<file path="config.mk">
export PLATFORM = sky130hd
export DESIGN_NAME = dht11_uart_fmt
export DESIGN_NICKNAME = d
export VERILOG_FILES = /design/src/rtl/dht11_uart_pkg.sv /design/src/rtl/dht11_uart_fmt_bin2bcd8.sv /design/src/rtl/dht11_uart_fmt.sv
export SDC_FILE = /design/constraint.sdc
export NUM_CORES = 1
export LEC_CHECK = 0
export ABC_AREA = 1
export BUFFER_PORTS_ARGS = -buffer_cell sky130_fd_sc_hd__buf_2
export CAP_MARGIN = 0
export CELL_PAD_IN_SITES_DETAIL_PLACEMENT = 1
export CELL_PAD_IN_SITES_GLOBAL_PLACEMENT = 2
export CORE_MARGIN = 1.5
export CORE_UTILIZATION = 33
export CTS_CLUSTER_DIAMETER = 80
export CTS_CLUSTER_SIZE = 25
export DETAILED_ROUTE_END_ITERATION = 6
export HOLD_SLACK_MARGIN = 0.05
export PLACE_DENSITY_LB_ADDON = 0.1
export RECOVER_POWER = 25
export SYNTH_ARGS = -nofsm -noshare
export SYNTH_HDL_FRONTEND = slang
export SYNTH_HIERARCHICAL = 1
export SYNTH_SLANG_ARGS = --single-unit
</file>
<file path="constraint.sdc">
create_clock -name clk -period 1.8 [get_ports clk]
set_clock_uncertainty 0.05 [all_clocks]
set_input_delay 0.45 -clock clk [delete_from_list [all_inputs] [get_ports clk]]
set_output_delay 0.45 -clock clk [all_outputs]
set_load 0.01 [all_outputs]
</file>
<file path="src/rtl/dht11_uart_pkg.sv">
// Shared types and constants for the DHT11 reading-to-UART text formatter.
package dht11_uart_pkg;

  typedef enum logic [2:0] {
    IDLE,
    CONV,
    ISSUE,
    WAIT_ACK,
    WAIT_DONE
  } state_t;

  localparam logic [7:0] ASC_H     = 8'h48;
  localparam logic [7:0] ASC_T     = 8'h54;
  localparam logic [7:0] ASC_COLON = 8'h3A;
  localparam logic [7:0] ASC_SPACE = 8'h20;
  localparam logic [7:0] ASC_CR    = 8'h0D;
  localparam logic [7:0] ASC_LF    = 8'h0A;
  localparam logic [7:0] ASC_ZERO  = 8'h30;

  localparam int MSG_LEN_CRLF   = 13;
  localparam int MSG_LEN_NOCRLF = 11;

  // Shift-add-3 steps for an 8-bit binary input.
  localparam int BCD_STEPS = 8;

  // WAIT_ACK clocks allowed for send_busy to rise before the byte is re-issued.
  localparam logic [2:0] ACK_TIMEOUT = 3'd4;

  function automatic logic [7:0] bcd_to_ascii(input logic [3:0] digit);
    return ASC_ZERO + {4'h0, digit};
  endfunction

endpackage

</file>
<file path="src/rtl/dht11_uart_fmt_bin2bcd8.sv">
// Sequential 8-bit binary to 3-digit BCD converter (double-dabble).
// The start cycle performs the first shift, so the result is ready 8 clocks after start.
module bin2bcd8
  import dht11_uart_pkg::*;
(
  input  logic        clk,
  input  logic        rst,
  input  logic        start,
  input  logic [7:0]  bin,
  output logic [11:0] bcd,
  output logic        done
);

  // acc = {hundreds, tens, units, remaining binary bits}
  logic [19:0] acc_q, acc_d;
  logic [19:0] step_in, adj;
  logic [2:0]  cnt_q, cnt_d;
  logic        run_q, run_d;

  assign done = run_q && (cnt_q == 3'(BCD_STEPS - 1));
  assign bcd  = acc_q[19:8];

  always_comb begin
    step_in = start ? {12'd0, bin} : acc_q;
    adj     = step_in;
    for (int i = 0; i < 3; i++) begin
      if (step_in[8 + 4*i +: 4] >= 4'd5) begin
        adj[8 + 4*i +: 4] = step_in[8 + 4*i +: 4] + 4'd3;
      end
    end

    acc_d = acc_q;
    cnt_d = cnt_q;
    run_d = run_q;
    if (start) begin
      acc_d = adj << 1;
      cnt_d = 3'd1;
      run_d = 1'b1;
    end else if (run_q) begin
      acc_d = adj << 1;
      cnt_d = cnt_q + 3'd1;
      if (done) begin
        run_d = 1'b0;
      end
    end
  end

  always_ff @(posedge clk or posedge rst) begin
    if (rst) begin
      acc_q <= '0;
      cnt_q <= '0;
      run_q <= 1'b0;
    end else begin
      acc_q <= acc_d;
      cnt_q <= cnt_d;
      run_q <= run_d;
    end
  end

endmodule

</file>
<file path="src/rtl/dht11_uart_fmt.sv">
// Formats each humidity/temperature reading as "H:ddd T:ddd[\r\n]" and hands it
// byte by byte to a UART transmitter over a send_en / send_busy handshake.
module dht11_uart_fmt
  import dht11_uart_pkg::*;
#(
  parameter int CRLF_EN = 1
) (
  input  logic       clk,
  input  logic       rst,
  input  logic       data_valid,
  input  logic [7:0] hum_int,
  input  logic [7:0] temp_int,
  output logic       send_en,
  output logic [7:0] send_data,
  input  logic       send_busy,
  output logic       fmt_busy
);

  localparam logic [3:0] LAST_IDX = (CRLF_EN != 0) ? 4'(MSG_LEN_CRLF - 1)
                                                   : 4'(MSG_LEN_NOCRLF - 1);

  state_t      state_q, state_d;
  logic [3:0]  idx_q, idx_d;
  logic [2:0]  ack_cnt_q, ack_cnt_d;
  logic        send_en_q, send_en_d;
  logic [7:0]  send_data_q, send_data_d;
  logic [7:0]  hum_q, hum_d;
  logic [7:0]  temp_q, temp_d;
  logic        pend_vld_q, pend_vld_d;
  logic [7:0]  pend_hum_q, pend_hum_d;
  logic [7:0]  pend_temp_q, pend_temp_d;
  logic        bcd_start_q, bcd_start_d;

  logic [11:0] hum_bcd, temp_bcd;
  logic        hum_done, temp_done;
  logic [7:0]  byte_sel;

  bin2bcd8 u_hum_bcd (
    .clk   (clk),
    .rst   (rst),
    .start (bcd_start_q),
    .bin   (hum_q),
    .bcd   (hum_bcd),
    .done  (hum_done)
  );

  bin2bcd8 u_temp_bcd (
    .clk   (clk),
    .rst   (rst),
    .start (bcd_start_q),
    .bin   (temp_q),
    .bcd   (temp_bcd),
    .done  (temp_done)
  );

  assign send_en   = send_en_q;
  assign send_data = send_data_q;
  assign fmt_busy  = (state_q != IDLE);

  always_comb begin
    byte_sel = 8'h00;
    case (idx_q)
      4'd0:    byte_sel = ASC_H;
      4'd1:    byte_sel = ASC_COLON;
      4'd2:    byte_sel = bcd_to_ascii(hum_bcd[11:8]);
      4'd3:    byte_sel = bcd_to_ascii(hum_bcd[7:4]);
      4'd4:    byte_sel = bcd_to_ascii(hum_bcd[3:0]);
      4'd5:    byte_sel = ASC_SPACE;
      4'd6:    byte_sel = ASC_T;
      4'd7:    byte_sel = ASC_COLON;
      4'd8:    byte_sel = bcd_to_ascii(temp_bcd[11:8]);
      4'd9:    byte_sel = bcd_to_ascii(temp_bcd[7:4]);
      4'd10:   byte_sel = bcd_to_ascii(temp_bcd[3:0]);
      4'd11:   byte_sel = ASC_CR;
      4'd12:   byte_sel = ASC_LF;
      default: byte_sel = 8'h00;
    endcase
  end

  always_comb begin
    state_d     = state_q;
    idx_d       = idx_q;
    ack_cnt_d   = ack_cnt_q;
    send_en_d   = 1'b0;
    send_data_d = send_data_q;
    hum_d       = hum_q;
    temp_d      = temp_q;
    pend_vld_d  = pend_vld_q;
    pend_hum_d  = pend_hum_q;
    pend_temp_d = pend_temp_q;
    bcd_start_d = 1'b0;

    // Readings arriving mid-message park here; the newest one wins.
    if (data_valid && (state_q != IDLE)) begin
      pend_vld_d  = 1'b1;
      pend_hum_d  = hum_int;
      pend_temp_d = temp_int;
    end

    case (state_q)
      IDLE: begin
        if (data_valid) begin
          hum_d       = hum_int;
          temp_d      = temp_int;
          bcd_start_d = 1'b1;
          state_d     = CONV;
        end
      end
      CONV: begin
        if (hum_done && temp_done) begin
          idx_d   = 4'd0;
          state_d = ISSUE;
        end
      end
      ISSUE: begin
        if (!send_busy) begin
          send_en_d   = 1'b1;
          send_data_d = byte_sel;
          ack_cnt_d   = 3'd0;
          state_d     = WAIT_ACK;
        end
      end
      WAIT_ACK: begin
        // The first WAIT_ACK clock is the send_en cycle itself, so a timeout
        // re-issues the byte six clocks after the previous pulse.
        if (send_busy) begin
          state_d = WAIT_DONE;
        end else if (ack_cnt_q == ACK_TIMEOUT) begin
          state_d = ISSUE;
        end else begin
          ack_cnt_d = ack_cnt_q + 3'd1;
        end
      end
      WAIT_DONE: begin
        if (!send_busy) begin
          if (idx_q == LAST_IDX) begin
            idx_d = 4'd0;
            if (data_valid) begin
              hum_d       = hum_int;
              temp_d      = temp_int;
              pend_vld_d  = 1'b0;
              bcd_start_d = 1'b1;
              state_d     = CONV;
            end else if (pend_vld_q) begin
              hum_d       = pend_hum_q;
              temp_d      = pend_temp_q;
              pend_vld_d  = 1'b0;
              bcd_start_d = 1'b1;
              state_d     = CONV;
            end else begin
              state_d = IDLE;
            end
          end else begin
            idx_d   = idx_q + 4'd1;
            state_d = ISSUE;
          end
        end
      end
      default: state_d = IDLE;
    endcase
  end

  always_ff @(posedge clk or posedge rst) begin
    if (rst) begin
      state_q     <= IDLE;
      idx_q       <= '0;
      ack_cnt_q   <= '0;
      send_en_q   <= 1'b0;
      send_data_q <= 8'h00;
      hum_q       <= '0;
      temp_q      <= '0;
      pend_vld_q  <= 1'b0;
      pend_hum_q  <= '0;
      pend_temp_q <= '0;
      bcd_start_q <= 1'b0;
    end else begin
      state_q     <= state_d;
      idx_q       <= idx_d;
      ack_cnt_q   <= ack_cnt_d;
      send_en_q   <= send_en_d;
      send_data_q <= send_data_d;
      hum_q       <= hum_d;
      temp_q      <= temp_d;
      pend_vld_q  <= pend_vld_d;
      pend_hum_q  <= pend_hum_d;
      pend_temp_q <= pend_temp_d;
      bcd_start_q <= bcd_start_d;
    end
  end

endmodule

</file>
Yosys cells after proc, flatten, opt, wreduce, memory -nomap -nowiden
Cells that the tools add are included.
{"block": "word_totals", "ff_bits": 101, "latchBits": 0, "ramBits": 0, "mem_bits_ro": 0, "in_bits": 20, "n_memories": 0}
{"block": "classes", "addsub": 16, "n_mul": 0, "div": 0, "order_cmp": 6, "n_eq_ne": 28, "shifts": 0, "n_mux": 67, "n_bitwise": 1, "reduce_logical": 18}
{"cell": "2-to-1 mux 20 bit", "n": 6}
{"cell": "one-hot mux 7 bit (12 select lines)", "n": 1}
{"cell": "2-to-1 mux 8 bit", "n": 10}
{"cell": "2-to-1 mux 3 bit", "n": 16}
{"cell": "adder 6 x 4 -> 7 bit, first input constant", "n": 6}
{"cell": "one-hot mux 8 bit (2 select lines)", "n": 2}
{"cell": "2-to-1 mux 4 bit", "n": 7}
{"cell": ">= comparator 4 x 3 -> 1 bit, second input constant", "n": 6}
{"cell": "2-to-1 mux 1 bit", "n": 21}
{"cell": "equality test 4 bit, second input constant", "n": 5}
{"cell": "adder 4 x 2 -> 4 bit, second input constant", "n": 4}
{"cell": "equality test 4 x 3 -> 1 bit, second input constant", "n": 4}
{"cell": "one-hot mux 3 bit (5 select lines)", "n": 1}
{"cell": "!= test 2 bit, second input constant", "n": 7}
{"cell": "equality test 3 bit, second input constant", "n": 4}
{"cell": "AND reduction 5 bit", "n": 2}
{"cell": "nonzero test 2 bit", "n": 5}
{"cell": "adder 3 x 1 -> 3 bit, second input constant", "n": 3}
{"cell": "equality test 4 x 2 -> 1 bit, second input constant", "n": 2}
{"cell": "one-hot mux 4 bit (2 select lines)", "n": 1}
{"cell": "adder 3 x 2 -> 3 bit, second input constant", "n": 2}
{"cell": "equality test 3 x 2 -> 1 bit, second input constant", "n": 2}
{"cell": "!= test 3 bit, second input constant", "n": 2}
{"cell": "one-hot mux 3 bit (2 select lines)", "n": 1}
{"cell": "13 further kinds", "n": 16}

Depth between registers and ports, before layout
Gate-level depths: netlist of the first run.
{"block": "logic_depth", "word_depth": 8, "mapped_depth": 11, "mapped_depth_nobuf": 10}

Modules after synthesis
Netlist of the first run, hierarchy kept.
{"module": "dht11_uart_fmt", "instances": 1, "cells_per_inst": 392, "area_each_um2": 2894.0}
{"module": "bin2bcd8", "instances": 2, "cells_per_inst": 191, "area_each_um2": 1426.4}

Worst setup path after synthesis of the first run
No wires, ideal clock.
{"block": "synth_path", "kind": "reg2reg", "startpoint": "reg bcd_start_q", "endpoint": "reg u_hum_bcd.acc_q[9]", "setup_ps": 117, "arrival_ps": 1537, "required_time_ps": 1633, "setup_slack_ps": 97, "stages_incl_launch_ff": 12, "n_path_buf": 1, "path_cell_list": "dfrtp_1 -> inv_2 -> buf_6 -> nand2_1 -> ha_1 -> inv_1 -> a21oi_2 -> nand2_2 -> nand2_1 -> nand2_1 -> nand2_1 -> nand2_1"}
{"block": "synth_between", "elab_chain_len": 5}
{"element": "from (decl)", "line": "dht11_uart_fmt.sv:32", "source": "logic bcd_start_q, bcd_start_d;"}
{"element": "from (signal assigned)", "line": "dht11_uart_fmt.sv:187", "source": "bcd_start_q <= bcd_start_d;"}
{"element": "2-to-1 mux 20 bit", "line": "dht11_uart_fmt_bin2bcd8.sv:24", "source": "step_in = start ? {12'd0, bin} : acc_q;"}
{"element": "adder 4 x 2 -> 4 bit / >= comparator 4 x 3 -> 1 bit (equally long branches)", "line": "dht11_uart_fmt_bin2bcd8.sv:28, dht11_uart_fmt_bin2bcd8.sv:27"}
{"element": "2-to-1 mux 4 bit", "line": "dht11_uart_fmt_bin2bcd8.sv:27", "source": "if (step_in[8 + 4*i +: 4] >= 4'd5) begin"}
{"element": "2-to-1 mux 20 bit", "line": "dht11_uart_fmt_bin2bcd8.sv:39", "source": "end else if (run_q) begin"}
{"element": "2-to-1 mux 20 bit", "line": "dht11_uart_fmt_bin2bcd8.sv:35", "source": "if (start) begin"}
{"element": "to (signal assigned)", "line": "dht11_uart_fmt_bin2bcd8.sv:50", "source": "acc_q <= '0;"}
{"element": "to (signal assigned)", "line": "dht11_uart_fmt_bin2bcd8.sv:54", "source": "acc_q <= acc_d;"}
{"element": "to (decl)", "line": "dht11_uart_fmt_bin2bcd8.sv:15", "source": "logic [19:0] acc_q, acc_d;"}
Several ways; a longest one is shown, not always the timed one. The select of a mux whose other input is x is not followed.
A chain may end at the register's enable or synchronous reset.

Final worst setup path of the first run
{"block": "layout_path", "startpoint": "reg state_q[1]", "endpoint": "out fmt_busy"}
{"block": "layout_between", "elab_chain_len": 1}
{"element": "from (decl)", "line": "dht11_uart_fmt.sv:22", "source": "state_t state_q, state_d;"}
{"element": "from (signal assigned)", "line": "dht11_uart_fmt.sv:177", "source": "state_q <= state_d;"}
{"element": "nonzero test 3 bit", "line": "dht11_uart_fmt.sv:58", "source": "assign fmt_busy = (state_q != IDLE);"}
{"element": "to (decl)", "line": "dht11_uart_fmt.sv:16", "source": "output logic fmt_busy"}
Every way passes these cells.

==> key figures, run 1 <==
Outcome
  • Status: completed

Setup path
  • Crit-path slowest cell: dfrtp_2
  • CP Launch Type: register
  • CP Class: reg2out
  • Critical path's top delay family: flip-flops
  • CP arrival: approximately 1.3 ns
  • Reg2reg start: idx_q[1]
  • Critical Path Sink Type: output port
  • Worst path max stage delay: approximately 0.44 ns
  • CP startpoint: state_q[1]
  • Worst Path Max Fanout: 5
  • Critical Path RT: between 1 and 1.5 ns
  • CP cell instances: clkinv_1 > nand2_2 > nor2_4 > clkinv_4 > buf_6
  • Buf/Inv on CP: 3

Yosys
  • Mapped Avg Cell Area: ~7.4 um2
  • Synth cell types: 33
  • Netlist Area Pre-Place: 0.00575 mm2
  • Mapped Cells: just under 800
  • Ys Warns: 6
  • Sequential fraction of the synthesis area: 42.7%
  • Mapped Nets: 810
  • Synthesized flop and latch total: between 90 and 100

Cells and area
  • ANT cells: 0
  • Post-Layout Cell Count: 1025
  • Final net count: 833
  • FILL cells: around 2200
  • Finished Cell Area: between 0.006 and 0.007 mm2
  • Share of layout cells above drive strength 1: 15.5%
  • Area grow syn2layout: 13.6%

Global route
  • Global route overflow: 0
  • GRT Util Overall: 18.1%
  • First-pass GRT wire length: ~26000 um
  • Initial antenna violation count: 0
  • Number of global-route vias before repair: between 5000 and 6000
  • Largest net degree at the start of global routing: 33

Timing
  • Hold slack: ~0.24 ns
  • Final period util: 98.4%
  • RSZ-0062 raised after global routing: yes
  • Max_slew headroom: approximately an eighth
  • Slew Limit Fails: 0
  • Final WS setup: 0.0283 ns
  • Post-route minimum period: between 1.5 and 2 ns
  • Achievable Freq: roughly 560 MHz
  • Final setup vio count: 0
  • Setup TNS: 0 ns
  • Hold Vio Cnt, Final: 0
  • Slew @ Worst Pin: 1.33 ns

Routing
  • WL/cell: ~15 um
  • Antenna viol nets, final: 0
  • Total wire length: approximately 16000 um
  • First-pass detailed-route iteration total: 4
  • Vias post-DR: ~4900
  • Drt initial violations: between 200 and 300
  • Residual DRC: 0
  • DR vias/cell: between 4 and 5

CTS
  • Post-CTS Hold Fix Bufs: 0
  • Clock Latency Late Sink: 0.35 ns
  • Root Buffer: clkbuf_16
  • Register clock-pin slew on the reported worst setup and hold paths: roughly 0.070 ns
  • TritonCTS clock tree: yes
  • Clk buf depth: 2
  • # H-tree levels: 3
  • Num Clock Sinks: 98
  • Total CTS buffers: 9

Power
  • NetSw: just under 5 mW
  • Power per cell area: 1730 mW/mm2
  • Leak: about 3.4 nW
  • Worst IR drop on VDD: 0.539 mV
  • Sw Ratio: a little over two fifths
  • Comb pwr share: 44.9%
  • Pint: ~6.5 mW
  • Flop pwr share: between 30% and 40%
  • Clock power share: roughly a fifth

Die
  • IO Pins: 30
  • Die width: between 100 and 150 um
  • Total core area: ~0.017 mm2
  • Die Y: 135 um
  • Total die area: between 0.015 and 0.02 mm2
  • Row count: 48
  • Initial Util: between 30% and 40%

Placed design
  • Port-buffer cells: 28
  • DP Cell Count: roughly 1000
  • Placed cell area: roughly 0.006 mm2
  • HPWL Detailed: around 11000 um
  • GP Congestion: 0.786
  • Worst slack, placed: -0.0376 ns

Worst hold path
  • Hold Crit Class: in2async

Flow run
  • MaxCap Viol Count: 0
[cells in the final DEF (no fill, tap or decap), types with 2 or more instances in the layout]
cell type	netlist	layout
o22ai_1	2	2
nand2_2	5	10
nor3_1	4	4
xor2_1	3	3
ha_2	0	2
o21ai_1	17	17
bufinv_16	0	2
inv_1	98	95
o21ai_4	1	4
clkbuf_1	2	3
buf_12	0	5
ha_1	16	14
nor2_1	58	57
nand4_1	6	6
dfrtp_2	0	3
a21oi_2	6	6
buf_4	29	23
a21oi_1	15	15
a31oi_1	3	3
nor2_2	9	8
buf_2	11	26
xnor2_1	6	6
inv_4	1	3
inv_2	5	4
nand2_1	228	223
nand3_1	55	55
o21ai_0	74	74
nand2_4	2	2
dfrtp_1	98	95
clkbuf_8	0	3
nor2_4	5	7
buf_6	8	2
clkbuf_16	0	9
[per-layer routing]
layer / vias to the layer above / GRT usage [%] / wire (um)
met3: 11 / 2.14 / 219
met1: 2367 / 23.3 / 7340
met2: 36 / 31.6 / 7800
met5: - / 0 / 0
met4: 0 / 5.68 / 196
li1: 2455 / - / -
[cell usage after synthesis (all sizes together)]
master  number  area share [%]
nand4        6            0.65
o22a         1            0.15
o21ai       92             8.2
ha          16             3.5
nor3         4            0.35
conb         1           0.065
clkinv       1           0.065
clkbuf       3            0.22
a21oi       21             2.2
xnor2        6            0.91
nor2        72             5.7
xor2         3            0.46
nand3       57             5.1
dfrtp       98              43
o22ai        2            0.22
a21o         1            0.13
nand2      235              16
a31oi        3            0.33
buf         48             6.3
inv        104             6.8
[through the flow]
stage	util [%]	power, mW
after floorplan	-	7.80
after global placement	35.0	8.63
after detailed placement	35.0	8.90
after CTS	37.0	11.2
after global routing	38.0	12.4
final	38.0	11.3
[layout make-up]
cell class	instances	area [um2]	share of cell area (%)
multi-input combinational	524	2620	40.1
sequential	98	2460	37.6
timing repair buffer	59	437	6.69
inverter	105	410	6.29
tap	225	282	4.31
clock buffer	12	267	4.08
clock inverter	2	60.1	0.920
[sequential cells by signal (all words and copies together), names as in the netlist]
signal	cells
ack_cnt_q	3
bcd_start_q	1
hum_q	8
idx_q	4
pend_hum_q	8
pend_temp_q	8
pend_vld_q	1
send_data	7
send_en	1
state_q	3
temp_q	8
u_hum_bcd/acc_q	19
u_hum_bcd/cnt_q	3
u_hum_bcd/run_q	1
u_temp_bcd/acc_q	19
u_temp_bcd/cnt_q	3
u_temp_bcd/run_q	1
[worst reg2reg max path, stage by stage (launching register included)]
cell     delay, ns
dfrtp_1       0.42
inv_1         0.11
ha_2          0.19
nand3_2       0.11
nor2_4        0.17
nand3_4       0.19
o21ai_4       0.20
nand2_1       0.11
o21ai_1       0.10
[what timing repair did]
| action | 4_1_cts | 5_1_grt |
|---|---|---|
| gates cloned | 1 | 3 |
| resized for setup | 3 | 24 |
| pin swaps | 1 | 2 |
| setup buffers | 0 | 9 |
| setup endpoints to repair | 9 | 41 |
| hold endpoints to repair | 0 | 0 |
[logic make-up (layout without fill, tap and decap cells)]
logic type	after synthesis	count (layout)	share of synthesized area, %
simple gates	374	374	27.7
buf+inv	156	178	13.4
compound gates	120	124	11.3
flops	98	98	42.7
fa+ha+maj	16	16	3.48
xor+xnor	9	9	1.37
other cells	1	1	0.0653
[power by group through the flow]
stage / clock (mW) / combinational (mW) / sequential (mW)
6_report: 2.19 / 5.09 / 4.04
4_1_cts: 2.25 / 4.89 / 4.06
2_1_floorplan: 0 / 4.00 / 3.80
3_3_place_gp: 0 / 4.59 / 4.04
3_5_place_dp: 0 / 4.80 / 4.09
5_1_grt: 2.33 / 5.89 / 4.21
[path summary, 6_finish.rpt]
path,slack (ns),end,depth (start not counted)
worst min-delay path,0.24,pend_hum_q[3],2
worst max-delay path,0.03,fmt_busy,5
worst min register to register,0.43,send_data[2],2
max in group asynchronous,0.40,u_hum_bcd/acc_q[10],3
min in group clk,0.31,pend_temp_q[4],3
worst max register to register,0.08,hum_q[2],8
(Power assumes the default switching activity.)
==> run 2, diff against run 1 <==
--- a/config.mk
+++ b/config.mk
@@ -11,7 +11,7 @@
 export CELL_PAD_IN_SITES_DETAIL_PLACEMENT = 1
 export CELL_PAD_IN_SITES_GLOBAL_PLACEMENT = 2
 export CORE_MARGIN = 1.5
-export CORE_UTILIZATION = 33
+export CORE_UTILIZATION = 29
 export CTS_CLUSTER_DIAMETER = 80
 export CTS_CLUSTER_SIZE = 25
 export DETAILED_ROUTE_END_ITERATION = 6
==> key figures, run 2 (synthesized netlist as in run 1, its figures left out) <==
Global route
  • Initial antenna violation count: 0
  • First-pass GRT wire length: approximately 26000 um
  • Largest net degree at the start of global routing: 34
  • GRT Util Overall: between 10% and 20%
  • Global route overflow: 0
  • Number of global-route vias before repair: between 5000 and 6000

CTS
  • Root Buffer: clkbuf_16
  • Register clock-pin slew on the reported worst setup and hold paths: 0.08 ns
  • TritonCTS clock tree: yes
  • Total CTS buffers: 9
  • Clk buf depth: 2
  • Num Clock Sinks: 98
  • Clock Latency Late Sink: 0.36 ns
  • # H-tree levels: 3

Timing
  • Slew Limit Fails: 0
  • Setup TNS: 0 ns
  • Max_slew headroom: 50.9%
  • RSZ-0062 raised after global routing: no
  • Final period util: between 90 and 100%
  • Slew @ Worst Pin: ~0.74 ns
  • Hold Vio Cnt, Final: 0
  • Post-route minimum period: 1.72 ns
  • Achievable Freq: approximately 580 MHz
  • Final setup vio count: 0

Power
  • Pint: between 6 and 7 mW
  • Clock power share: around a fifth
  • Leak: ~3.3 nW
  • Comb pwr share: roughly 45%
  • Flop pwr share: 36.3%
  • Sw Ratio: roughly 44%
  • Worst IR drop on VDD: ~0.48 mV
  • Power per cell area: 1710 mW/mm2
  • NetSw: between 4 and 5 mW

Cells and area
  • Most common cell after layout, fill and taps aside: nand2_1
  • FILL cells: roughly 2400
  • Final core occ: 33.4%
  • Most frequent cells in the layout: nand2_1 (226), inv_1 (96), dfrtp_1 (96)
  • Area grow syn2layout: 13.1%
  • ANT cells: 0
  • Final net count: 830
  • Share of layout cells above drive strength 1: between 10 and 15%
  • Post-Layout Cell Count: roughly 1100
  • Top Registers: u_hum_bcd/acc_q x19, u_temp_bcd/acc_q x19

Worst hold path
  • Hold Crit Class: in2async

Setup path
  • CP startpoint: state_q[0]
  • Critical Path Sink Type: output port
  • Reg2reg start: idx_q[1]
  • Worst Path Max Fanout: 3
  • CP Class: reg2out
  • R2r setup slk: roughly 0.13 ns
  • CP Launch Type: register
  • CP arrival: 1.22 ns
  • Critical Path RT: between 1 and 1.5 ns

Die
  • Total die area: 0.0207 mm2
  • Initial Util: 29.5%
  • Die Y: 144 um
  • Total core area: slightly below 0.02 mm2
  • Row count: 51
  • Die width: ~140 um
  • IO Pins: 30

Routing
  • Total wire length: 15700 um
  • M1 WL: 7620 um
  • Drt initial violations: between 100 and 150
  • Met2 wire length: 7650 um
  • WL/cell: about 15 um
  • Uppermost layer routed: met4
  • DR WL met3: approximately 240 um
  • Vias post-DR: 4845
  • DR vias/cell: 4.55
  • Antenna viol nets, final: 0
  • First-pass detailed-route iteration total: 4
  • Residual DRC: 0

Placed design
  • GP Congestion: between 0.8 and 0.9
  • DP Cell Count: 1041
  • Port-buffer cells: 28
  • HPWL Detailed: approximately 11000 um

Outcome
  • Status: completed

Flow run
  • MaxCap Viol Count: 0
## run 2: cell count changes in the layout (fill, tap and decap cells not counted), sizes merged
cell,previous run,this run
buf,56,53
bufinv,2,1
clkbuf,15,12
inv,102,106
clkinv,2,5
clkinvlp,1,0
## run 2: per-layer routing
metal | GRT usage, % | vias up
met5 | 0 | -
met4 | 5.10 | 0
met3 | 1.93 | 14
met2 | 27.7 | 35
met1 | 20.6 | 2341
li1 | - | 2455
## run 2: worst paths after layout
| path | end | cells after the start |
|---|---|---|
| setup / recovery | fmt_busy | 5 |
| hold / removal | temp_q[0] | 2 |
| setup reg to reg | hum_q[3] | 8 |
| hold reg to reg | send_data[4] | 2 |
| max in group asynchronous | idx_q[0] | 3 |
| min in group clk | pend_hum_q[2] | 3 |
## run 2: final cells by class
cell class / count / area (um2) / area share (%)
clock inverter: 7 / 85.1 / 1.31
inverter: 105 / 404 / 6.22
multi-input combinational: 524 / 2620 / 40.2
clock buffer: 9 / 225 / 3.47
timing repair buffer: 56 / 382 / 5.87
sequential: 98 / 2450 / 37.8
tap: 265 / 332 / 5.10
## run 2: worst max-delay path, cell delays in order, from the launching register on
cell and delay (ns):
dfrtp_1 0.39, inv_2 0.07, nand2_2 0.06, nor2_4 0.14, clkinv_4 0.06, buf_2 0.14
## run 2: repair_timing
item | CTS | global route
endpoints found under the setup margin | 0 | 35
hold buffers | 0 | 0
buffers inserted | 0 | 3
gates resized for setup | 0 | 19
## run 2: metrics by stage
stage / hold slack (ns) / worst slack, ns / total power, mW / area [um2]
4_1_cts: 0.0767 / 0.00118 / 11.1 / 6380
3_5_place_dp: 0.411 / 0.00769 / 8.93 / 6070
5_1_grt: 0.301 / 0.00299 / 12.2 / 6500
6_report: 0.221 / 0.0814 / 11.1 / 6500
2_1_floorplan: 0.396 / 0.0421 / 7.80 / 5750
3_3_place_gp: 0.405 / 0.0479 / 8.69 / 6070
## run 2: power by group through the flow
stage | clock, mW | combinational (mW) | sequential (mW)
2_1_floorplan | 0 | 4.00 | 3.80
3_3_place_gp | 0 | 4.63 | 4.06
3_5_place_dp | 0 | 4.83 | 4.10
4_1_cts | 2.17 | 4.86 | 4.06
5_1_grt | 2.22 | 5.82 | 4.18
6_report | 2.07 | 4.99 | 4.03
